File: config.mk
export PLATFORM = sky130hd
export DESIGN_NAME = decode_stage_flat
export DESIGN_NICKNAME = d
export VERILOG_FILES = /design/src/rtl/decode_pkg.sv /design/src/rtl/decode_stage_if.sv /design/src/rtl/decode_stage_imm_gen.sv /design/src/rtl/decode_stage.sv /design/src/flat_wrapper.sv
export SDC_FILE = /design/constraint.sdc
export NUM_CORES = 1
export LEC_CHECK = 0
export ABC_AREA = 1
export CORE_MARGIN = 4
export CORE_UTILIZATION = 41
export DETAILED_ROUTE_END_ITERATION = 16
export PLACE_DENSITY = 0.69
export SYNTH_ARGS = -nofsm -noshare
export SYNTH_HDL_FRONTEND = slang
export SYNTH_HIERARCHICAL = 1
export SYNTH_SLANG_ARGS = --single-unit
File: constraint.sdc
create_clock -name clk -period 2.48 [get_ports clk]
set_input_delay 0.248 -clock clk [delete_from_list [all_inputs] [get_ports clk]]
set_output_delay 0.248 -clock clk [all_outputs]
set_load 0.1 [all_outputs]
File: src/rtl/decode_pkg.sv
// rtl/decode_pkg.sv - opcode constants, format enum and decoded-field struct for the decode stage
package decode_pkg;

   localparam logic [6:0] OPC_LUI       = 7'b0110111;
   localparam logic [6:0] OPC_AUIPC     = 7'b0010111;
   localparam logic [6:0] OPC_JAL       = 7'b1101111;
   localparam logic [6:0] OPC_JALR      = 7'b1100111;
   localparam logic [6:0] OPC_BRANCH    = 7'b1100011;
   localparam logic [6:0] OPC_LOAD      = 7'b0000011;
   localparam logic [6:0] OPC_STORE     = 7'b0100011;
   localparam logic [6:0] OPC_OP_IMM    = 7'b0010011;
   localparam logic [6:0] OPC_OP        = 7'b0110011;
   localparam logic [6:0] OPC_MISC_MEM  = 7'b0001111;
   localparam logic [6:0] OPC_SYSTEM    = 7'b1110011;
   localparam logic [6:0] OPC_OP_IMM_32 = 7'b0011011;
   localparam logic [6:0] OPC_OP_32     = 7'b0111011;

   typedef enum logic [2:0] {
      FMT_R   = 3'd0,
      FMT_I   = 3'd1,
      FMT_S   = 3'd2,
      FMT_B   = 3'd3,
      FMT_U   = 3'd4,
      FMT_J   = 3'd5,
      FMT_ILL = 3'd6
   } fmt_e;

   // Width-independent fields; pc and imm are attached by the stage at their parameterised widths.
   typedef struct packed {
      logic [6:0] opcode;
      logic [4:0] rd;
      logic [4:0] rs1;
      logic [4:0] rs2;
      logic [2:0] funct3;
      logic [6:0] funct7;
      fmt_e       fmt;
      logic       illegal;
   } decoded_t;

endpackage

File: src/rtl/decode_stage_if.sv
// rtl/decode_stage_if.sv - fetch-side and consumer-side handshake bundle of the decode stage
interface decode_stage_if
   import decode_pkg::*;
#(
   parameter int XLEN = 32,
   parameter int PC_W = 32
);
   logic            flush;
   logic            in_valid;
   logic            in_ready;
   logic [31:0]     in_ins;
   logic [PC_W-1:0] in_pc;
   logic            out_valid;
   logic            out_ready;
   logic [PC_W-1:0] out_pc;
   logic [6:0]      out_opcode;
   logic [4:0]      out_rd;
   logic [4:0]      out_rs1;
   logic [4:0]      out_rs2;
   logic [2:0]      out_funct3;
   logic [6:0]      out_funct7;
   fmt_e            out_fmt;
   logic [XLEN-1:0] out_imm;
   logic            out_illegal;

   modport master (
      output flush, in_valid, in_ins, in_pc, out_ready,
      input  in_ready, out_valid, out_pc, out_opcode, out_rd, out_rs1, out_rs2,
             out_funct3, out_funct7, out_fmt, out_imm, out_illegal
   );

   modport slave (
      input  flush, in_valid, in_ins, in_pc, out_ready,
      output in_ready, out_valid, out_pc, out_opcode, out_rd, out_rs1, out_rs2,
             out_funct3, out_funct7, out_fmt, out_imm, out_illegal
   );
endinterface

File: src/rtl/decode_stage_imm_gen.sv
// rtl/decode_stage_imm_gen.sv - combinational immediate builder, sign-extended to XLEN
module imm_gen
   import decode_pkg::*;
#(
   parameter int XLEN = 32
) (
   input  logic [31:7]     ins,
   input  fmt_e            fmt,
   output logic [XLEN-1:0] imm
);
   logic        s;
   logic [31:0] imm32;

   assign s = ins[31];

   always_comb begin
      imm32 = '0;
      case (fmt)
         FMT_I:   imm32 = {{20{s}}, ins[31:20]};
         FMT_S:   imm32 = {{20{s}}, ins[31:25], ins[11:7]};
         FMT_B:   imm32 = {{19{s}}, ins[31], ins[7], ins[30:25], ins[11:8], 1'b0};
         FMT_J:   imm32 = {{11{s}}, ins[31], ins[19:12], ins[20], ins[30:21], 1'b0};
         FMT_U:   imm32 = {ins[31:12], 12'b0};
         default: imm32 = '0;
      endcase
   end

   assign imm = XLEN'($signed(imm32));
endmodule

File: src/rtl/decode_stage.sv
// rtl/decode_stage.sv - RV32I/RV64I decode: field split, format, immediate, illegal check,
// head register plus optional skid entry behind a valid/ready handshake
module decode_stage
   import decode_pkg::*;
#(
   parameter int XLEN    = 32,
   parameter int PC_W    = 32,
   parameter int M_EXT   = 0,
   parameter int SKID_EN = 1
) (
   input logic           clk,
   input logic           rst_n,
   decode_stage_if.slave bus
);
   typedef struct packed {
      logic [PC_W-1:0] pc;
      logic [XLEN-1:0] imm;
      decoded_t        f;
   } entry_t;

   logic [31:0]     ins;
   logic [6:0]      opc;
   logic [2:0]      f3;
   logic [6:0]      f7;
   fmt_e            fmt_raw;
   fmt_e            fmt;
   logic            bad;
   logic [XLEN-1:0] imm;
   entry_t          new_e;

   entry_t head_q, head_d, skid_q, skid_d;
   logic   head_valid_q, head_valid_d, skid_valid_q, skid_valid_d;
   logic   push, pop;

   assign ins = bus.in_ins;
   assign opc = ins[6:0];
   assign f3  = ins[14:12];
   assign f7  = ins[31:25];

   always_comb begin
      fmt_raw = FMT_ILL;
      case (opc)
         OPC_LUI, OPC_AUIPC: fmt_raw = FMT_U;
         OPC_JAL:            fmt_raw = FMT_J;
         OPC_BRANCH:         fmt_raw = FMT_B;
         OPC_STORE:          fmt_raw = FMT_S;
         OPC_OP:             fmt_raw = FMT_R;
         OPC_JALR, OPC_LOAD, OPC_OP_IMM, OPC_MISC_MEM, OPC_SYSTEM: fmt_raw = FMT_I;
         OPC_OP_IMM_32:      fmt_raw = (XLEN == 64) ? FMT_I : FMT_ILL;
         OPC_OP_32:          fmt_raw = (XLEN == 64) ? FMT_R : FMT_ILL;
         default:            fmt_raw = FMT_ILL;
      endcase
   end

   always_comb begin
      bad = (ins[1:0] != 2'b11) || (fmt_raw == FMT_ILL);
      case (opc)
         OPC_BRANCH: if (f3 == 3'b010 || f3 == 3'b011) bad = 1'b1;
         OPC_JALR:   if (f3 != 3'b000) bad = 1'b1;
         OPC_LOAD:   if (f3 == 3'b111 || (XLEN == 32 && (f3 == 3'b011 || f3 == 3'b110))) bad = 1'b1;
         OPC_STORE:  if (f3 > ((XLEN == 32) ? 3'd2 : 3'd3)) bad = 1'b1;
         OPC_OP_IMM: begin
            // shamt[5] lives in funct7[0], which only exists on RV64
            if (f3 == 3'b001 && f7[6:1] != 6'b000000) bad = 1'b1;
            if (f3 == 3'b101 && f7[6:1] != 6'b000000 && f7[6:1] != 6'b010000) bad = 1'b1;
            if (XLEN == 32 && f3[1:0] == 2'b01 && f7[0]) bad = 1'b1;
         end
         OPC_OP: begin
            if (!(f7 == 7'b0000000 ||
                  (f7 == 7'b0100000 && (f3 == 3'b000 || f3 == 3'b101)) ||
                  (f7 == 7'b0000001 && M_EXT != 0))) bad = 1'b1;
         end
         default: ;
      endcase
   end

   assign fmt = bad ? FMT_ILL : fmt_raw;

   imm_gen #(.XLEN(XLEN)) u_imm_gen (
      .ins (ins[31:7]),
      .fmt (fmt),
      .imm (imm)
   );

   always_comb begin
      new_e          = '0;
      new_e.pc       = bus.in_pc;
      new_e.imm      = imm;
      new_e.f.opcode = opc;
      new_e.f.rd     = (fmt == FMT_S || fmt == FMT_B) ? 5'd0 : ins[11:7];
      new_e.f.rs1    = (fmt == FMT_U || fmt == FMT_J) ? 5'd0 : ins[19:15];
      new_e.f.rs2    = (fmt == FMT_I || fmt == FMT_U || fmt == FMT_J) ? 5'd0 : ins[24:20];
      new_e.f.funct3 = f3;
      new_e.f.funct7 = f7;
      new_e.f.fmt    = fmt;
      new_e.f.illegal = bad;
   end

   assign bus.in_ready = (SKID_EN != 0) ? !skid_valid_q : (!head_valid_q || bus.out_ready);
   assign push = bus.in_valid && bus.in_ready;
   assign pop  = head_valid_q && bus.out_ready;

   always_comb begin
      head_d       = head_q;
      head_valid_d = head_valid_q;
      skid_d       = skid_q;
      skid_valid_d = skid_valid_q;
      if (bus.flush) begin
         head_valid_d = 1'b0;
         skid_valid_d = 1'b0;
      end else if (SKID_EN != 0) begin
         // in_ready is low whenever skid is occupied, so pop-with-skid never sees a push
         if (pop) begin
            if (skid_valid_q) begin
               head_d       = skid_q;
               skid_valid_d = 1'b0;
            end else if (push) begin
               head_d = new_e;
            end else begin
               head_valid_d = 1'b0;
            end
         end else if (push) begin
            if (head_valid_q) begin
               skid_d       = new_e;
               skid_valid_d = 1'b1;
            end else begin
               head_d       = new_e;
               head_valid_d = 1'b1;
            end
         end
      end else begin
         if (push) begin
            head_d       = new_e;
            head_valid_d = 1'b1;
         end else if (pop) begin
            head_valid_d = 1'b0;
         end
      end
   end

   always_ff @(posedge clk) begin
      if (!rst_n) begin
         head_q       <= '0;
         skid_q       <= '0;
         head_valid_q <= 1'b0;
         skid_valid_q <= 1'b0;
      end else begin
         head_q       <= head_d;
         skid_q       <= skid_d;
         head_valid_q <= head_valid_d;
         skid_valid_q <= skid_valid_d;
      end
   end

   assign bus.out_valid   = head_valid_q;
   assign bus.out_pc      = head_q.pc;
   assign bus.out_imm     = head_q.imm;
   assign bus.out_opcode  = head_q.f.opcode;
   assign bus.out_rd      = head_q.f.rd;
   assign bus.out_rs1     = head_q.f.rs1;
   assign bus.out_rs2     = head_q.f.rs2;
   assign bus.out_funct3  = head_q.f.funct3;
   assign bus.out_funct7  = head_q.f.funct7;
   assign bus.out_fmt     = head_q.f.fmt;
   assign bus.out_illegal = head_q.f.illegal;
endmodule

File: src/flat_wrapper.sv
// flat-port wrapper written by rule: the top's interface ports become plain ports
module decode_stage_flat import decode_pkg::*;
#(
   parameter int XLEN    = 32,
   parameter int PC_W    = 32,
   parameter int M_EXT   = 0,
   parameter int SKID_EN = 1
)
  (clk, rst_n, bus_flush, bus_in_valid, bus_in_ins, bus_in_pc, bus_out_ready, bus_in_ready, bus_out_valid, bus_out_pc, bus_out_opcode, bus_out_rd, bus_out_rs1, bus_out_rs2, bus_out_funct3, bus_out_funct7, bus_out_fmt, bus_out_imm, bus_out_illegal);
  decode_stage_if #(.XLEN(XLEN), .PC_W(PC_W)) bus_i ();
  input logic clk;
  input logic rst_n;
  input wire logic [$bits(bus_i.flush)-1:0] bus_flush;
  input wire logic [$bits(bus_i.in_valid)-1:0] bus_in_valid;
  input wire logic [$bits(bus_i.in_ins)-1:0] bus_in_ins;
  input wire logic [$bits(bus_i.in_pc)-1:0] bus_in_pc;
  input wire logic [$bits(bus_i.out_ready)-1:0] bus_out_ready;
  output wire logic [$bits(bus_i.in_ready)-1:0] bus_in_ready;
  output wire logic [$bits(bus_i.out_valid)-1:0] bus_out_valid;
  output wire logic [$bits(bus_i.out_pc)-1:0] bus_out_pc;
  output wire logic [$bits(bus_i.out_opcode)-1:0] bus_out_opcode;
  output wire logic [$bits(bus_i.out_rd)-1:0] bus_out_rd;
  output wire logic [$bits(bus_i.out_rs1)-1:0] bus_out_rs1;
  output wire logic [$bits(bus_i.out_rs2)-1:0] bus_out_rs2;
  output wire logic [$bits(bus_i.out_funct3)-1:0] bus_out_funct3;
  output wire logic [$bits(bus_i.out_funct7)-1:0] bus_out_funct7;
  output wire logic [$bits(bus_i.out_fmt)-1:0] bus_out_fmt;
  output wire logic [$bits(bus_i.out_imm)-1:0] bus_out_imm;
  output wire logic [$bits(bus_i.out_illegal)-1:0] bus_out_illegal;
  assign bus_i.flush = bus_flush;
  assign bus_i.in_valid = bus_in_valid;
  assign bus_i.in_ins = bus_in_ins;
  assign bus_i.in_pc = bus_in_pc;
  assign bus_i.out_ready = bus_out_ready;
  assign bus_in_ready = bus_i.in_ready;
  assign bus_out_valid = bus_i.out_valid;
  assign bus_out_pc = bus_i.out_pc;
  assign bus_out_opcode = bus_i.out_opcode;
  assign bus_out_rd = bus_i.out_rd;
  assign bus_out_rs1 = bus_i.out_rs1;
  assign bus_out_rs2 = bus_i.out_rs2;
  assign bus_out_funct3 = bus_i.out_funct3;
  assign bus_out_funct7 = bus_i.out_funct7;
  assign bus_out_fmt = bus_i.out_fmt;
  assign bus_out_imm = bus_i.out_imm;
  assign bus_out_illegal = bus_i.out_illegal;
  decode_stage #(.XLEN(XLEN), .PC_W(PC_W), .M_EXT(M_EXT), .SKID_EN(SKID_EN)) u_core (.clk(clk), .rst_n(rst_n), .bus(bus_i));
endmodule
Word level (Yosys, flattened, before mapping)
Cells that the tools add are included.
Word-level totals
  register bits: 202
  output and inout bits: 102
  input port bits: 69
Operators by class
  reductions and logical operators: 32
  order comparisons: 1
  bitwise operators: 3
  equality and inequality tests: 30
  mux-type cells: 24
Operator list (number)
  100-bit 2-to-1 mux: 5
  32-bit one-hot mux with 5 select lines: 1
  7-bit by 6-bit == test with 1-bit output (second input constant): 4
  7-bit == test (second input constant): 4
  3-bit == test (second input constant): 6
  3-bit one-hot mux with 6 select lines: 1
  5-bit 2-to-1 mux: 3
  7-bit by 5-bit == test with 1-bit output (second input constant): 2
  3-bit by 2-bit == test with 1-bit output (second input constant): 4
  1-bit 2-to-1 mux: 12
  1-bit logical OR: 10
  2-bit != test (second input constant): 4
  4-bit AND reduction: 2
  7-bit by 2-bit == test with 1-bit output (second input constant): 1
  7-bit by 4-bit == test with 1-bit output (second input constant): 1
  1-bit logical AND: 7
  7-bit zero test: 1
  3-bit by 1-bit == test with 1-bit output (second input constant): 2
  6-bit by 5-bit != test with 1-bit output (second input constant): 1
  1-bit one-hot mux with 6 select lines: 1
  6-bit nonzero test: 1
  5-bit OR reduction: 1
  2-bit nonzero test: 2
  2-bit OR reduction: 2
  other kinds (10): 12

Logic depth before layout (Yosys ltp)
Gate-level depths: netlist (run 1).
  depth after elaboration: 17
  gate-level depth with buffers: 21

Cells and area by module
The synthesis (run 1) kept the hierarchy.
Modules (own cells, without submodules)
  decode_stage: cells an instance 1108, area an instance 8290.5 um^2, times used 1, seq. area each 4043.9 um^2
  imm_gen: cells an instance 116, area an instance 568.0 um^2, times used 1, seq. area each 0.0 um^2

Least setup slack after synthesis (run 1)
No wires, ideal clock.
  path type: reg-to-reg
  start point: register u_core.head_valid_q, in the netlist u_core/bus.out_valid
  end point: register u_core.head_q (netlist bit u_core/bus.out_imm[28])
  path buffers: 2
  arrival: 2.147 ns
  cell stages (with the launch flop): 7
  setup time: 0.136 ns
  slack: 0.196 ns
  clock period less this slack: 2.284 ns
  cells stage by stage: dfxtp_1 -> nand2_1 -> o21a_1 -> nor3_4 -> clkbuf_1 -> clkbuf_1 -> a31oi_1
Between the ends
  cells in the longest elaborated chain, start to end: 3
Ends and longest elaborated chain
  start: declaration: line decode_stage.sv:32  | logic head_valid_q, head_valid_d, skid_valid_q, skid_valid_d;
  start signal: assignment: line decode_stage.sv:150  | head_valid_q <= head_valid_d;
  1-bit logical AND: line decode_stage.sv:101  | assign pop = head_valid_q && bus.out_ready;
  2-bit != test (no line) or 2-bit nonzero test (tied branches)
  4-bit AND reduction (no line)
  end signal: assignment: line decode_stage.sv:143  | head_q <= '0;
  end signal: assignment: line decode_stage.sv:148  | head_q <= head_d;
  end: declaration: line decode_stage.sv:31  | entry_t head_q, head_d, skid_q, skid_d;
Several ways; a longest one is shown, not always the timed one.
A chain may end at the register's enable or synchronous reset.

Worst setup path in the final report (run 1)
  start point: input bus_in_ins[0]
  end point: register u_core.head_q (netlist bit u_core/bus.out_imm[28])
Between the ends
  cells in the longest elaborated chain, start to end: 15
Ends and longest elaborated chain
  start: declaration: line flat_wrapper.sv:15  | input wire logic [$bits(bus_i.in_ins)-1:0] bus_in_ins;
  7-bit by 4-bit == test with 1-bit output, or another cell as far along: line decode_stage.sv:42  | case (opc)
  5-bit OR reduction or 2-bit OR reduction (tied branches): line decode_stage.sv:42
  3-bit one-hot mux with 6 select lines: line decode_stage.sv:42
  3-bit == test: line decode_stage.sv:56  | bad = (ins[1:0] != 2'b11) || (fmt_raw == FMT_ILL);
  1-bit logical OR: line decode_stage.sv:56
  1-bit 2-to-1 mux: line decode_stage.sv:64  | if (f3 == 3'b001 && f7[6:1] != 6'b000000) bad = 1'b1;
  1-bit 2-to-1 mux: line decode_stage.sv:65  | if (f3 == 3'b101 && f7[6:1] != 6'b000000 && f7[6:1] != 6'b010000) bad = 1'b1;
  1-bit 2-to-1 mux: line decode_stage.sv:66  | if (XLEN == 32 && f3[1:0] == 2'b01 && f7[0]) bad = 1'b1;
  1-bit one-hot mux with 6 select lines: line decode_stage.sv:57  | case (opc)
  3-bit 2-to-1 mux (*): line decode_stage.sv:77  | assign fmt = bad ? FMT_ILL : fmt_raw;
  net u_core.fmt[1]: line decode_stage.sv:26  | fmt_e fmt;
  3-bit == test, or another cell as far along: line decode_stage_imm_gen.sv:18  | case (fmt)
  32-bit one-hot mux with 5 select lines (*): line decode_stage_imm_gen.sv:18
  net u_core.imm[28]: line decode_stage.sv:28  | logic [XLEN-1:0] imm;
  100-bit 2-to-1 mux, on equally long branches: line decode_stage.sv:123, decode_stage.sv:117
  100-bit 2-to-1 mux, on equally long branches: line decode_stage.sv:122, decode_stage.sv:114
  100-bit 2-to-1 mux (*): line decode_stage.sv:113  | if (pop) begin
Mark *: on every way through the listed nets, which the timed path passes. The rest lies on a longest branch. The select of a mux whose other input is x is not followed.

==> run_summary.xml, run 1 <==
<?xml version="1.0" encoding="UTF-8"?>
<metrics>
  <group name="power">
    <metric name="switching_power" unit="W">0.00263</metric>
    <metric name="ir_worst_vdd" unit="mV">0.474</metric>
    <metric name="seqPwrFrac" unit="%">40.9</metric>
    <metric name="clockPowerShare" unit="%">40.5</metric>
    <metric name="power.density" unit="nW/µm²">722</metric>
    <metric name="p_leak" unit="nW">5.32</metric>
    <metric name="p_int" unit="W">0.00582</metric>
    <metric name="pwr-share-comb" unit="%">18.6</metric>
    <metric name="swShare" unit="%">31.1</metric>
  </group>
  <group name="logic_synthesis">
    <metric name="post-synth-top-area-cell" unit="">dfxtp_1</metric>
    <metric name="synth.avg_cell_area" unit="µm²">7.24</metric>
    <metric name="synth-seq-area-share" unit="%">45.6</metric>
    <metric name="synth_cell_area" unit="µm²">8860</metric>
    <metric name="synth.net_count" unit="">1293</metric>
    <metric name="postSynthRegisterBits" unit="">202</metric>
    <metric name="synth_cells" unit="">1224</metric>
    <metric name="yosys.cell_types.count" unit="">40</metric>
    <metric name="synth_warnings" unit="">6</metric>
    <metric name="yosys.area.top_type_share" unit="%">45.6</metric>
    <metric name="yosys-top-cells-area" unit="">dfxtp_1 46%, nand2_1 12%, o21ai_0 10%, nor2_1 8.1%, a31oi_1 5.7%</metric>
  </group>
  <group name="place">
    <metric name="io_buffers" unit="">170</metric>
    <metric name="post-dp-hpwl" unit="µm">17800</metric>
    <metric name="gpl.final_weighted_congestion" unit="">0.872</metric>
  </group>
  <group name="cells_and_area">
    <metric name="fin_nets" unit="">1469</metric>
    <metric name="antenna-diode-count" unit="">0</metric>
    <metric name="fraction_of_final_layout_cells_sized_beyond_drive_strength_1" unit="%">19.2</metric>
    <metric name="area.growth.synth_to_final" unit="%">32.1</metric>
  </group>
  <group name="setup_path">
    <metric name="timing.reg2reg.worst_path_depth" unit="">6</metric>
    <metric name="reg2reg_launch_point" unit="">u_core/bus.out_valid$_SDFFE_PP0P_</metric>
    <metric name="worstSetupEndpoint" unit="">u_core/bus.out_imm[28]$_SDFFE_PN0P_</metric>
    <metric name="startpoint" unit="">bus_in_ins[0]</metric>
    <metric name="category_of_the_most_critical_setup_path" unit="">input port to register</metric>
    <metric name="crit_path_end_kind" unit="">register</metric>
    <metric name="crit_path_max_fanout" unit="">11</metric>
    <metric name="worstSetupStartpointType" unit="">input port</metric>
    <metric name="worst_ep_required_time" unit="ns">2.92</metric>
    <metric name="setup.reg_to_reg.worst_slack" unit="ns">0.65</metric>
    <metric name="rr_endpoint" unit="">u_core/skid_q[79]$_SDFFE_PN0P_</metric>
    <metric name="arrival" unit="ns">2.70</metric>
  </group>
  <group name="sta">
    <metric name="finalCritPeriodShare" unit="%">91.0</metric>
    <metric name="tightest_slew" unit="ns">0.768</metric>
    <metric name="timing.fmax" unit="GHz">0.443</metric>
    <metric name="rsz_0062_raised_after_global_routing" unit="">false</metric>
    <metric name="fin_worst_hold_slack" unit="ns">0.122</metric>
    <metric name="report.final.setup_viol" unit="">0</metric>
    <metric name="finalMaxSlewViolations" unit="">0</metric>
    <metric name="final_critical_period" unit="ns">2.26</metric>
    <metric name="report.final.hold_viol_count" unit="">0</metric>
    <metric name="clock_skew" unit="ns">0.0117</metric>
    <metric name="worst_slew_margin_rel" unit="%">48.7</metric>
    <metric name="totalNegativeSetupSlack" unit="ns">0</metric>
  </group>
  <group name="die">
    <metric name="die_area" unit="µm²">24000</metric>
    <metric name="rows" unit="">53</metric>
    <metric name="die_height" unit="µm">155</metric>
    <metric name="placeableCoreArea" unit="µm²">21200</metric>
    <metric name="initial_core_utilization" unit="%">41.9</metric>
    <metric name="boundaryPins" unit="">171</metric>
    <metric name="dieWidth" unit="µm">155</metric>
  </group>
  <group name="clock_tree">
    <metric name="cts_htree_levels" unit="">1</metric>
    <metric name="cts_inserted_buffers" unit="">23</metric>
    <metric name="cts_max_path_buffers" unit="">3</metric>
    <metric name="cts.clk_slew.worst_paths" unit="ns">0.06</metric>
    <metric name="cts.sinks" unit="">202</metric>
    <metric name="clock_tree_from_tritoncts" unit="">built</metric>
    <metric name="worst_skew_pair.late_latency" unit="ns">0.52</metric>
    <metric name="cts_setup_buffers" unit="">0</metric>
    <metric name="cts_root_buf" unit="">clkbuf_16</metric>
  </group>
  <group name="global_routing">
    <metric name="grt.total_usage" unit="%">21.8</metric>
    <metric name="grt_max_degree" unit="">179</metric>
    <metric name="first_global_vias" unit="">8161</metric>
    <metric name="initial_antenna_violation_count" unit="">1</metric>
    <metric name="grt_first_pass_wirelength" unit="µm">43400</metric>
    <metric name="global_route_overflow" unit="">0</metric>
  </group>
  <group name="drt">
    <metric name="routed_wl" unit="µm">27200</metric>
    <metric name="avgViaCountPerCell" unit="">5.17</metric>
    <metric name="drcViolationCount" unit="">0</metric>
    <metric name="drt-initial-drc-count" unit="">573</metric>
    <metric name="drt-pass1-iter-count" unit="">5</metric>
    <metric name="wl_per_cell" unit="µm">16.1</metric>
    <metric name="antenna_violating_nets_post_route" unit="">0</metric>
    <metric name="vias" unit="">8752</metric>
  </group>
  <group name="run">
    <metric name="cap_violations" unit="">0</metric>
  </group>
  <group name="worst_hold_path">
    <metric name="hold_wc_path_type" unit="">input port to register</metric>
  </group>
  <group name="outcome">
    <metric name="status" unit="">finished clean</metric>
  </group>
</metrics>
## power groups by stage
stage / registers [W] / logic [W] / clock network [W]
2_1_floorplan: 0.00427 / 0.000331 / 0
3_3_place_gp: 0.00352 / 0.00156 / 0
3_5_place_dp: 0.00352 / 0.00157 / 0
4_1_cts: 0.00346 / 0.00157 / 0.00348
5_1_grt: 0.00347 / 0.00165 / 0.00363
6_report: 0.00346 / 0.00157 / 0.00342
## timing repair
action                                  in CTS  in global routing
hold buffers                                 0                  0
endpoints found under the setup margin       0                 41
resized for setup                            0                 16
## sequential cells by signal, indices dropped and copies added (netlist names), 3 cells and up
signal,flops
u_core/bus.out_imm,32
u_core/bus.out_opcode,7
u_core/bus.out_funct3,3
u_core/bus.out_fmt,3
u_core/bus.out_pc,32
u_core/bus.out_funct7,7
u_core/skid_q,100
u_core/bus.out_rs1,5
u_core/bus.out_rd,5
u_core/bus.out_rs2,5
## worst min-delay path by stage
| stage | start | end | slack (ns) | cells after the start |
|---|---|---|---|---|
| finish | bus_in_ins[2] | u_core/bus.out_opcode[2]$_SDFFE_PN0P_ | 0.12 | 3 |
| CTS | bus_in_pc[30] | u_core/bus.out_pc[30]$_SDFFE_PN0P_ | 0.31 | 3 |
| floorplan | bus_in_ins[31] | u_core/skid_q[10]$_SDFFE_PN0P_ | 0.38 | 2 |
| detailed placement | u_core/skid_q[2]$_SDFFE_PN0P_ | u_core/skid_q[2]$_SDFFE_PN0P_ | 0.46 | 2 |
| global placement | u_core/skid_q[2]$_SDFFE_PN0P_ | u_core/skid_q[2]$_SDFFE_PN0P_ | 0.45 | 2 |
| global route | bus_in_ins[6] | u_core/bus.out_opcode[6]$_SDFFE_PN0P_ | 0.14 | 3 |
## final cells by class
class / instances / area [µm²]
clock buffers: 36 / 694
clock inverters: 6 / 72.6
fillers: 2027 / 9450
inverters: 56 / 214
multi-input cells: 874 / 4190
flip-flops and latches: 202 / 4040
well taps: 275 / 344
repair buffers: 243 / 2140
## placed cells by master (no fill, tap or decap), types with 13 or more instances in the layout
master and n:
a21oi_2 13, nand3_1 30, a21oi_1 38, a31oi_1 81
nand2_1 288, buf_4 164, nor2_1 187, o21ai_0 185
clkdlybuf4s50_1 63, dfxtp_1 202, inv_1 42, clkbuf_16 23
## synthesized netlist by cell type
cell and n:
o211ai_4 1, o21ai_2 1, nand3_1 31, inv_2 11, o21a_1 1, nor2_8 1
nand2_1 288, nor3_4 2, buf_6 7, buf_2 10, a21oi_1 38, dfxtp_1 202
nand2_2 6, a211oi_1 1, and2_4 1, nor2_1 190, o21ai_1 1, dlygate4sd1_1 1
o21bai_1 5, a31oi_1 81, nand4_1 4, nand3_4 1, nand4_4 2, nor2_2 4
o211ai_1 6, nor4_4 1, nor3b_1 1, nor2_4 1, a21oi_2 13, or2_2 1
nand2_4 3, o21ai_0 185, clkbuf_1 68, nor3_2 1, nand4_2 1, nand3_2 2
buf_1 2, dlymetal6s2s_1 1, clkbuf_8 3, inv_1 45
## per-layer routing
| metal | GRT usage, % | up-vias | share of wire, % |
|---|---|---|---|
| met1 | 30.3 | 4029 | 44 |
| met2 | 34.2 | 279 | 45 |
| met5 | 0 | - | 0.029 |
| met3 | 5.01 | 45 | 8.4 |
| met4 | 6.10 | 2 | 2.5 |
| li1 | - | 4397 | - |
## logic make-up after synthesis
family	after synthesis	synth area share, %
flops	202	45.6
compound gates	333	21.1
buf+inv	148	7.50
simple gates	541	25.7
## stage by stage
| stage | util [%] | instances | total power, W | setup WS [ns] | cell area [µm²] |
|---|---|---|---|---|---|
| global placement | 51.5 | 1650 | 0.00508 | -0.308 | 10900 |
| CTS | 55.1 | 1692 | 0.00851 | 0.143 | 11700 |
| finish | 55.3 | 1692 | 0.00845 | 0.224 | 11700 |
| detailed placement | 51.5 | 1650 | 0.00509 | -0.364 | 10900 |
| floorplan | - | 1224 | 0.00460 | 0.196 | 8860 |
| global route | 55.3 | 1692 | 0.00875 | 0.0124 | 11700 |
## worst max-delay path: stages
cell	delay (ns)
clkdlybuf4s50_1	0.53
nand2_4	0.11
buf_4	0.17
nor3_2	0.27
nor2_1	0.11
nand4_2	0.13
nand4_4	0.16
inv_1	0.23
nand4_4	0.23
nand2_1	0.14
inv_1	0.04
nand2_1	0.06
nand2_1	0.06
a31oi_1	0.19
Note: power is estimated with default switching activity, not from simulation.
==> run 2: changes to the inputs <==
==> constraint.sdc (replaced) <==
create_clock -name clk -period 2.4 [get_ports clk]
set_input_delay 0.24 -clock clk [delete_from_list [all_inputs] [get_ports clk]]
set_output_delay 0.24 -clock clk [all_outputs]
set_load 0.1 [all_outputs]
==> run 2 against run 1 <==
- non-clock buffer count down 2
- utilization up 0.24 points
- routed wire length down 0.53%
- critical path depth up 2
- design area up 0.43%
- critical endpoint is now u_core/bus.out_imm[0]$_SDFFE_PN0P_
- final cell count about the same
- clock power up 7.6%
- combinational power up 3%
- clock skew about the same
- worst hold slack worse by 0.018 ns
- first-iteration DRC count up 22%
==> run_summary.xml, run 2 (synthesis gave the netlist of run 1 again) <==
<?xml version="1.0" encoding="UTF-8"?>
<metrics>
  <group name="cells_and_area">
    <metric name="fraction_of_final_layout_cells_sized_beyond_drive_strength_1" unit="%">19.2</metric>
    <metric name="fin_nets" unit="">1468</metric>
    <metric name="layout.cell_area.non_filler" unit="µm²">11800</metric>
    <metric name="layout_commonest_cell" unit="">nand2_1</metric>
    <metric name="seqCellArea" unit="µm²">4040</metric>
    <metric name="multiInputGateArea" unit="µm²">4190</metric>
    <metric name="mostFrequentLayoutCells" unit="">287 x nand2_1, 202 x dfxtp_1, 187 x nor2_1</metric>
    <metric name="largest_register_ffs" unit="">100</metric>
    <metric name="area.growth.synth_to_final" unit="%">32.6</metric>
    <metric name="fillcell_total" unit="">2023</metric>
    <metric name="largest-register" unit="">u_core/skid_q</metric>
  </group>
  <group name="sta">
    <metric name="finalCritPeriodShare" unit="%">94.0</metric>
    <metric name="fin_worst_hold_slack" unit="ns">0.104</metric>
    <metric name="finalMaxSlewViolations" unit="">0</metric>
    <metric name="rsz_0062_raised_after_global_routing" unit="">true</metric>
    <metric name="clock_skew" unit="ns">0.0121</metric>
    <metric name="timing.fmax" unit="GHz">0.443</metric>
    <metric name="report.final.setup_viol" unit="">0</metric>
    <metric name="tightest_slew" unit="ns">0.794</metric>
    <metric name="worst_slew_margin_rel" unit="%">47.1</metric>
    <metric name="report.final.hold_viol_count" unit="">0</metric>
    <metric name="final_critical_period" unit="ns">2.26</metric>
  </group>
  <group name="clock_tree">
    <metric name="cts_root_buf" unit="">clkbuf_16</metric>
    <metric name="cts_htree_levels" unit="">1</metric>
    <metric name="clock_tree_from_tritoncts" unit="">built</metric>
    <metric name="cts_max_path_buffers" unit="">3</metric>
    <metric name="worst_skew_pair.late_latency" unit="ns">0.51</metric>
    <metric name="postCtsHoldBufs" unit="">0</metric>
    <metric name="cts.sinks" unit="">202</metric>
    <metric name="cts_inserted_buffers" unit="">23</metric>
    <metric name="cts.clk_slew.worst_paths" unit="ns">0.06</metric>
  </group>
  <group name="run">
    <metric name="cap_violations" unit="">0</metric>
  </group>
  <group name="outcome">
    <metric name="status" unit="">finished clean</metric>
  </group>
  <group name="die">
    <metric name="dieWidth" unit="µm">155</metric>
    <metric name="die_area" unit="µm²">24000</metric>
    <metric name="placeableCoreArea" unit="µm²">21200</metric>
    <metric name="rows" unit="">53</metric>
    <metric name="die_height" unit="µm">155</metric>
    <metric name="boundaryPins" unit="">171</metric>
    <metric name="initial_core_utilization" unit="%">41.9</metric>
  </group>
  <group name="global_routing">
    <metric name="grt.total_usage" unit="%">21.4</metric>
    <metric name="grt_max_degree" unit="">179</metric>
    <metric name="global_route_overflow" unit="">0</metric>
    <metric name="first_global_vias" unit="">8144</metric>
    <metric name="initial_antenna_violation_count" unit="">2</metric>
    <metric name="grt_first_pass_wirelength" unit="µm">42800</metric>
  </group>
  <group name="power">
    <metric name="p_leak" unit="nW">5.36</metric>
    <metric name="fin_total_pwr" unit="W">0.00887</metric>
    <metric name="ir_worst_vdd" unit="mV">0.485</metric>
    <metric name="power.density" unit="nW/µm²">755</metric>
  </group>
  <group name="drt">
    <metric name="drcViolationCount" unit="">0</metric>
    <metric name="routed_wl" unit="µm">27100</metric>
    <metric name="avgViaCountPerCell" unit="">5.19</metric>
    <metric name="antenna_violating_nets_post_route" unit="">0</metric>
    <metric name="drt-initial-drc-count" unit="">697</metric>
    <metric name="wl_per_cell" unit="µm">16.0</metric>
    <metric name="vias" unit="">8776</metric>
    <metric name="drt-pass1-iter-count" unit="">6</metric>
  </group>
  <group name="setup_path">
    <metric name="category_of_the_most_critical_setup_path" unit="">input port to register</metric>
    <metric name="rr_endpoint" unit="">u_core/bus.out_funct7[0]$_SDFFE_PN0P_</metric>
    <metric name="setup.reg_to_reg.worst_slack" unit="ns">0.59</metric>
    <metric name="startpoint" unit="">bus_in_ins[27]</metric>
    <metric name="worstSetupStartpointType" unit="">input port</metric>
    <metric name="crit_path_max_fanout" unit="">9</metric>
    <metric name="worst_ep_required_time" unit="ns">2.83</metric>
    <metric name="reg2reg_launch_point" unit="">u_core/bus.out_valid$_SDFFE_PP0P_</metric>
    <metric name="arrival" unit="ns">2.68</metric>
    <metric name="crit_path_end_kind" unit="">register</metric>
    <metric name="timing.reg2reg.worst_path_depth" unit="">7</metric>
  </group>
  <group name="worst_hold_path">
    <metric name="min_to" unit="">u_core/skid_q[30]$_SDFFE_PN0P_</metric>
    <metric name="hold_wc_path_type" unit="">input port to register</metric>
    <metric name="holdCritStartpoint" unit="">bus_in_ins[1]</metric>
    <metric name="min_path_cells" unit="">3</metric>
  </group>
  <group name="place">
    <metric name="gpl.final_weighted_congestion" unit="">0.851</metric>
    <metric name="postPlaceCellArea" unit="µm²">10900</metric>
    <metric name="post-dp-hpwl" unit="µm">17500</metric>
    <metric name="io_buffers" unit="">170</metric>
  </group>
</metrics>
[run 2: cell types whose count changed in the layout (fill, tap and decap cells not counted), sizes merged, moves of 2 or more]
cell,change
clkbuf,-6
bufinv,+3
clkinv,+3
buf,-2
clkdlybuf4s50,-2
dlymetal6s2s,+2
[run 2: report_power, final]
| part | leakage (nW) | total, W | internal (W) | switching, W |
|---|---|---|---|---|
| combinational | 3.32 | 0.00162 | 0.000417 | 0.00121 |
| sequential | 1.65 | 0.00357 | 0.00349 | 0.0000801 |
| clock | 0.394 | 0.00368 | 0.00229 | 0.00140 |
| total | 5.36 | 0.00887 | 0.00619 | 0.00268 |
[run 2: critical path, stage by stage]
cell	delay (ns)
clkdlybuf4s50_1	0.46
nor2_1	0.12
buf_4	0.13
nand2_1	0.05
nor2_1	0.09
nand2_1	0.06
nand2_1	0.05
nand3_1	0.09
nor2_2	0.15
and2_4	0.18
nand3_1	0.13
inv_4	0.17
nand3_1	0.14
o21ai_0	0.35
nand2_1	0.10
a31oi_1	0.16
[run 2: routing by layer]
| layer | GRT usage [%] | share of wire (%) |
|---|---|---|
| met5 | 0 | 0.044 |
| met4 | 6.31 | 2.9 |
| met3 | 5.09 | 8.4 |
| met2 | 33.9 | 45 |
| met1 | 29.1 | 43 |
[run 2: what timing repair did]
item                                    4_1_cts  5_1_grt
setup buffers                                 0        1
resized for setup                             0       17
endpoints found under the setup margin        0       33
[run 2: worst max path at each step]
stage / to / slack [ns] / cells after the start
after floorplan: u_core/bus.out_imm[28]$_SDFFE_PN0P_ / 0.12 / 6
after global placement: u_core/bus.out_imm[25]$_SDFFE_PN0P_ / -0.34 / 19
after detailed placement: u_core/bus.out_imm[23]$_SDFFE_PN0P_ / -0.41 / 19
after CTS: u_core/bus.out_imm[0]$_SDFFE_PN0P_ / 0.09 / 15
after global routing: u_core/bus.out_imm[21]$_SDFFE_PN0P_ / -0.04 / 19
final: u_core/bus.out_imm[0]$_SDFFE_PN0P_ / 0.14 / 16
[run 2: cell type report]
cell class	instances	share of cell area (%)
Multi-Input combinational cell	875	35.7
Sequential cell	202	34.4
Tap cell	275	2.93
Antenna cell	1	0.0213
Clock inverter	11	1.38
Timing Repair Buffer	241	18.4
Clock buffer	30	5.38
Inverter	56	1.82
[run 2: per-stage QoR]
step | TNS [ns] | instances | setup WS (ns) | utilization [%]
floorplan | 0 | 1224 | 0.116 | -
global placement | -15.69 | 1647 | -0.344 | 51.5
detailed placement | -19.75 | 1647 | -0.412 | 51.5
CTS | 0 | 1688 | 0.0910 | 55.2
global route | -0.133 | 1691 | -0.0407 | 55.5
finish | 0 | 1691 | 0.144 | 55.5
==> run 3: changes to the inputs <==
--- a/config.mk
+++ b/config.mk
@@ -8,8 +8,10 @@
 export ABC_AREA = 1
 export CORE_MARGIN = 4
 export CORE_UTILIZATION = 41
+export CTS_CLUSTER_SIZE = 8
 export DETAILED_ROUTE_END_ITERATION = 16
 export PLACE_DENSITY = 0.69
+export SETUP_SLACK_MARGIN = 0.05
 export SYNTH_ARGS = -nofsm -noshare
 export SYNTH_HDL_FRONTEND = slang
 export SYNTH_HIERARCHICAL = 1
==> run 3 against run 2 <==
- sequential share of layout area rose by 0.16 points
- via count fell by 0.27%
- global-route usage barely moved
- sequential power barely moved
- worst hold slack got worse by 0.017 ns
- register-to-register slack barely moved
- die area did not move
- non-clock buffer count did not move
- routed wire length rose by 0.30%
- clock power fell by 6.5%
- clock skew fell by 0.0011 ns
- critical endpoint unchanged
==> run_summary.xml, run 3 (synthesis gave the netlist of run 1 again) <==
<?xml version="1.0" encoding="UTF-8"?>
<metrics>
  <group name="drt">
    <metric name="drt-pass1-iter-count" unit="">4</metric>
    <metric name="avgViaCountPerCell" unit="">5.21</metric>
    <metric name="drcViolationCount" unit="">0</metric>
    <metric name="wl_per_cell" unit="µm">16.2</metric>
    <metric name="routed_wl" unit="µm">27200</metric>
    <metric name="drt-initial-drc-count" unit="">711</metric>
    <metric name="vias" unit="">8752</metric>
    <metric name="antenna_violating_nets_post_route" unit="">0</metric>
  </group>
  <group name="sta">
    <metric name="worst_slew_margin_rel" unit="%">51.9</metric>
    <metric name="tightest_slew" unit="ns">0.721</metric>
    <metric name="rsz_0062_raised_after_global_routing" unit="">true</metric>
    <metric name="final_critical_period" unit="ns">2.26</metric>
    <metric name="report.final.setup_viol" unit="">0</metric>
    <metric name="report.final.hold_viol_count" unit="">0</metric>
    <metric name="clock_skew" unit="ns">0.0111</metric>
    <metric name="finalMaxSlewViolations" unit="">0</metric>
    <metric name="timing.final.ws_setup" unit="ns">0.136</metric>
    <metric name="totalNegativeSetupSlack" unit="ns">0</metric>
    <metric name="finalCritPeriodShare" unit="%">94.3</metric>
    <metric name="timing.fmax" unit="GHz">0.442</metric>
  </group>
  <group name="cells_and_area">
    <metric name="fillcell_total" unit="">2027</metric>
    <metric name="largest_register_ffs" unit="">100</metric>
    <metric name="fraction_of_final_layout_cells_sized_beyond_drive_strength_1" unit="%">19.0</metric>
    <metric name="area.growth.synth_to_final" unit="%">32.0</metric>
    <metric name="multiInputGateArea" unit="µm²">4200</metric>
    <metric name="finish.cell_count_without_fillers" unit="">1680</metric>
    <metric name="layout.cell_area.non_filler" unit="µm²">11700</metric>
    <metric name="fin_nets" unit="">1474</metric>
    <metric name="seqCellArea" unit="µm²">4040</metric>
    <metric name="layout_commonest_cell" unit="">nand2_1</metric>
    <metric name="largest-register" unit="">u_core/skid_q</metric>
    <metric name="mostFrequentLayoutCells" unit="">287 x nand2_1, 202 x dfxtp_1, 186 x nor2_1</metric>
    <metric name="finalCoreUtilization" unit="%">55.3</metric>
  </group>
  <group name="die">
    <metric name="dieWidth" unit="µm">155</metric>
    <metric name="die_area" unit="µm²">24000</metric>
    <metric name="rows" unit="">53</metric>
    <metric name="initial_core_utilization" unit="%">41.9</metric>
    <metric name="die_height" unit="µm">155</metric>
    <metric name="boundaryPins" unit="">171</metric>
    <metric name="placeableCoreArea" unit="µm²">21200</metric>
  </group>
  <group name="worst_hold_path">
    <metric name="min_to" unit="">u_core/skid_q[30]$_SDFFE_PN0P_</metric>
    <metric name="min_path_cells" unit="">3</metric>
    <metric name="hold_wc_path_type" unit="">input port to register</metric>
    <metric name="holdCritStartpoint" unit="">bus_in_ins[1]</metric>
  </group>
  <group name="clock_tree">
    <metric name="cts_inserted_buffers" unit="">29</metric>
    <metric name="postCtsHoldBufs" unit="">0</metric>
    <metric name="clock_tree_from_tritoncts" unit="">built</metric>
    <metric name="cts_max_path_buffers" unit="">3</metric>
    <metric name="cts.sinks" unit="">202</metric>
    <metric name="worst_skew_pair.late_latency" unit="ns">0.51</metric>
    <metric name="cts_root_buf" unit="">clkbuf_16</metric>
    <metric name="cts.clk_slew.worst_paths" unit="ns">0.05</metric>
    <metric name="cts_htree_levels" unit="">1</metric>
  </group>
  <group name="global_routing">
    <metric name="initial_antenna_violation_count" unit="">2</metric>
    <metric name="grt_max_degree" unit="">179</metric>
    <metric name="global_route_overflow" unit="">0</metric>
    <metric name="first_global_vias" unit="">8160</metric>
    <metric name="grt_first_pass_wirelength" unit="µm">42700</metric>
    <metric name="grt.total_usage" unit="%">21.3</metric>
  </group>
  <group name="power">
    <metric name="power.density" unit="nW/µm²">739</metric>
    <metric name="p_leak" unit="nW">5.32</metric>
    <metric name="ir_worst_vdd" unit="mV">0.495</metric>
  </group>
  <group name="place">
    <metric name="gpl.final_weighted_congestion" unit="">0.851</metric>
    <metric name="place_inst" unit="">1647</metric>
    <metric name="post-dp-hpwl" unit="µm">17500</metric>
    <metric name="detailedPlace.worstSlack" unit="ns">-0.412</metric>
    <metric name="io_buffers" unit="">170</metric>
    <metric name="postPlaceCellArea" unit="µm²">10900</metric>
  </group>
  <group name="outcome">
    <metric name="status" unit="">finished clean</metric>
  </group>
  <group name="setup_path">
    <metric name="path_delay_family" unit="">buffers and inverters</metric>
    <metric name="setup.reg_to_reg.worst_slack" unit="ns">0.59</metric>
    <metric name="timing.reg2reg.worst_path_depth" unit="">7</metric>
    <metric name="slowest_stage" unit="">clkdlybuf4s50_1</metric>
    <metric name="worst_ep_required_time" unit="ns">2.84</metric>
    <metric name="reg2reg_launch_point" unit="">u_core/skid_valid_q$_SDFFE_PP0P_</metric>
    <metric name="crit_path_max_fanout" unit="">7</metric>
    <metric name="cp.buffers_inverters" unit="">4</metric>
    <metric name="worstSetupStartpointType" unit="">input port</metric>
    <metric name="worstPathCellList" unit="">clkdlybuf4s50_1 &gt; nand2_4 &gt; inv_1 &gt; nand2_2 &gt; buf_4 &gt; a21oi_2 &gt; nor2_1 &gt; nand4_2 &gt; nand4_4 &gt; inv_2 &gt; nand3_1 &gt; o21ai_0 &gt; nand2_1 &gt; a31oi_1</metric>
    <metric name="rr_endpoint" unit="">u_core/skid_q[6]$_SDFFE_PN0P_</metric>
    <metric name="category_of_the_most_critical_setup_path" unit="">input port to register</metric>
    <metric name="crit_path_end_kind" unit="">register</metric>
    <metric name="arrival" unit="ns">2.71</metric>
    <metric name="max_stage_delay" unit="ns">0.54</metric>
  </group>
  <group name="run">
    <metric name="cap_violations" unit="">0</metric>
  </group>
</metrics>
run 3: changes by cell type in the layout (fill, tap and decap cells not counted), sizes merged:
cell / delta
clkinv: -5
dlymetal6s2s: -1
bufinv: -4
clkdlybuf4s50: +1
inv: -1
clkbuf: -1
run 3: worst min-delay path, cell delays in order:
cell and delay (ns):
dlymetal6s2s_1 0.16, nor2_1 0.07, nor2_1 0.09
run 3: area by class of cell:
class / count / share of cell area (%)
sequential: 202 / 34.6
multi-input combinational: 875 / 35.9
inverter: 56 / 1.83
tap: 275 / 2.94
clock buffer: 29 / 6.21
timing repair buffer: 241 / 18.4
clock inverter: 1 / 0.0749
antenna: 1 / 0.0214
run 3: layer usage:
metal / global-route usage (%) / up-vias / share of wire (%)
li1: - / 4409 / -
met1: 28.6 / 4035 / 44
met2: 34.6 / 265 / 46
met3: 5.01 / 41 / 7.6
met4: 5.80 / 2 / 2.4
met5: 0 / - / 0.044
run 3: worst max path at each step:
stage	start	endpoint	slack, ns	cells past startpoint
finish	bus_in_ins[0]	u_core/bus.out_imm[0]$_SDFFE_PN0P_	0.14	14
global route	bus_in_ins[0]	u_core/bus.out_imm[21]$_SDFFE_PN0P_	0.02	19
CTS	bus_in_ins[1]	u_core/bus.out_imm[31]$_SDFFE_PN0P_	0.09	19
detailed placement	bus_in_ins[1]	u_core/bus.out_imm[23]$_SDFFE_PN0P_	-0.41	19
global placement	bus_in_ins[1]	u_core/bus.out_imm[25]$_SDFFE_PN0P_	-0.34	19
floorplan	u_core/bus.out_valid$_SDFFE_PP0P_	u_core/bus.out_imm[28]$_SDFFE_PN0P_	0.12	6
run 3: metrics by stage:
step	total power (W)	hold WS, ns
after floorplan	0.00475	0.375
after global placement	0.00525	0.452
after detailed placement	0.00526	0.453
after CTS	0.00872	0.313
after global routing	0.00895	0.100
final	0.00864	0.0864
run 3: power breakdown:
part           internal, W  switching (W)  leakage, nW
sequential         0.00350      0.0000807         1.65
clock              0.00210        0.00135        0.361
combinational     0.000417        0.00121         3.31
total              0.00601        0.00263         5.32
run 3: repair_timing:
action                     4_1_cts  5_1_grt
buffers inserted                 0        1
setup endpoints to repair        0       47
resized for setup                0       18
hold endpoints to repair         0        0
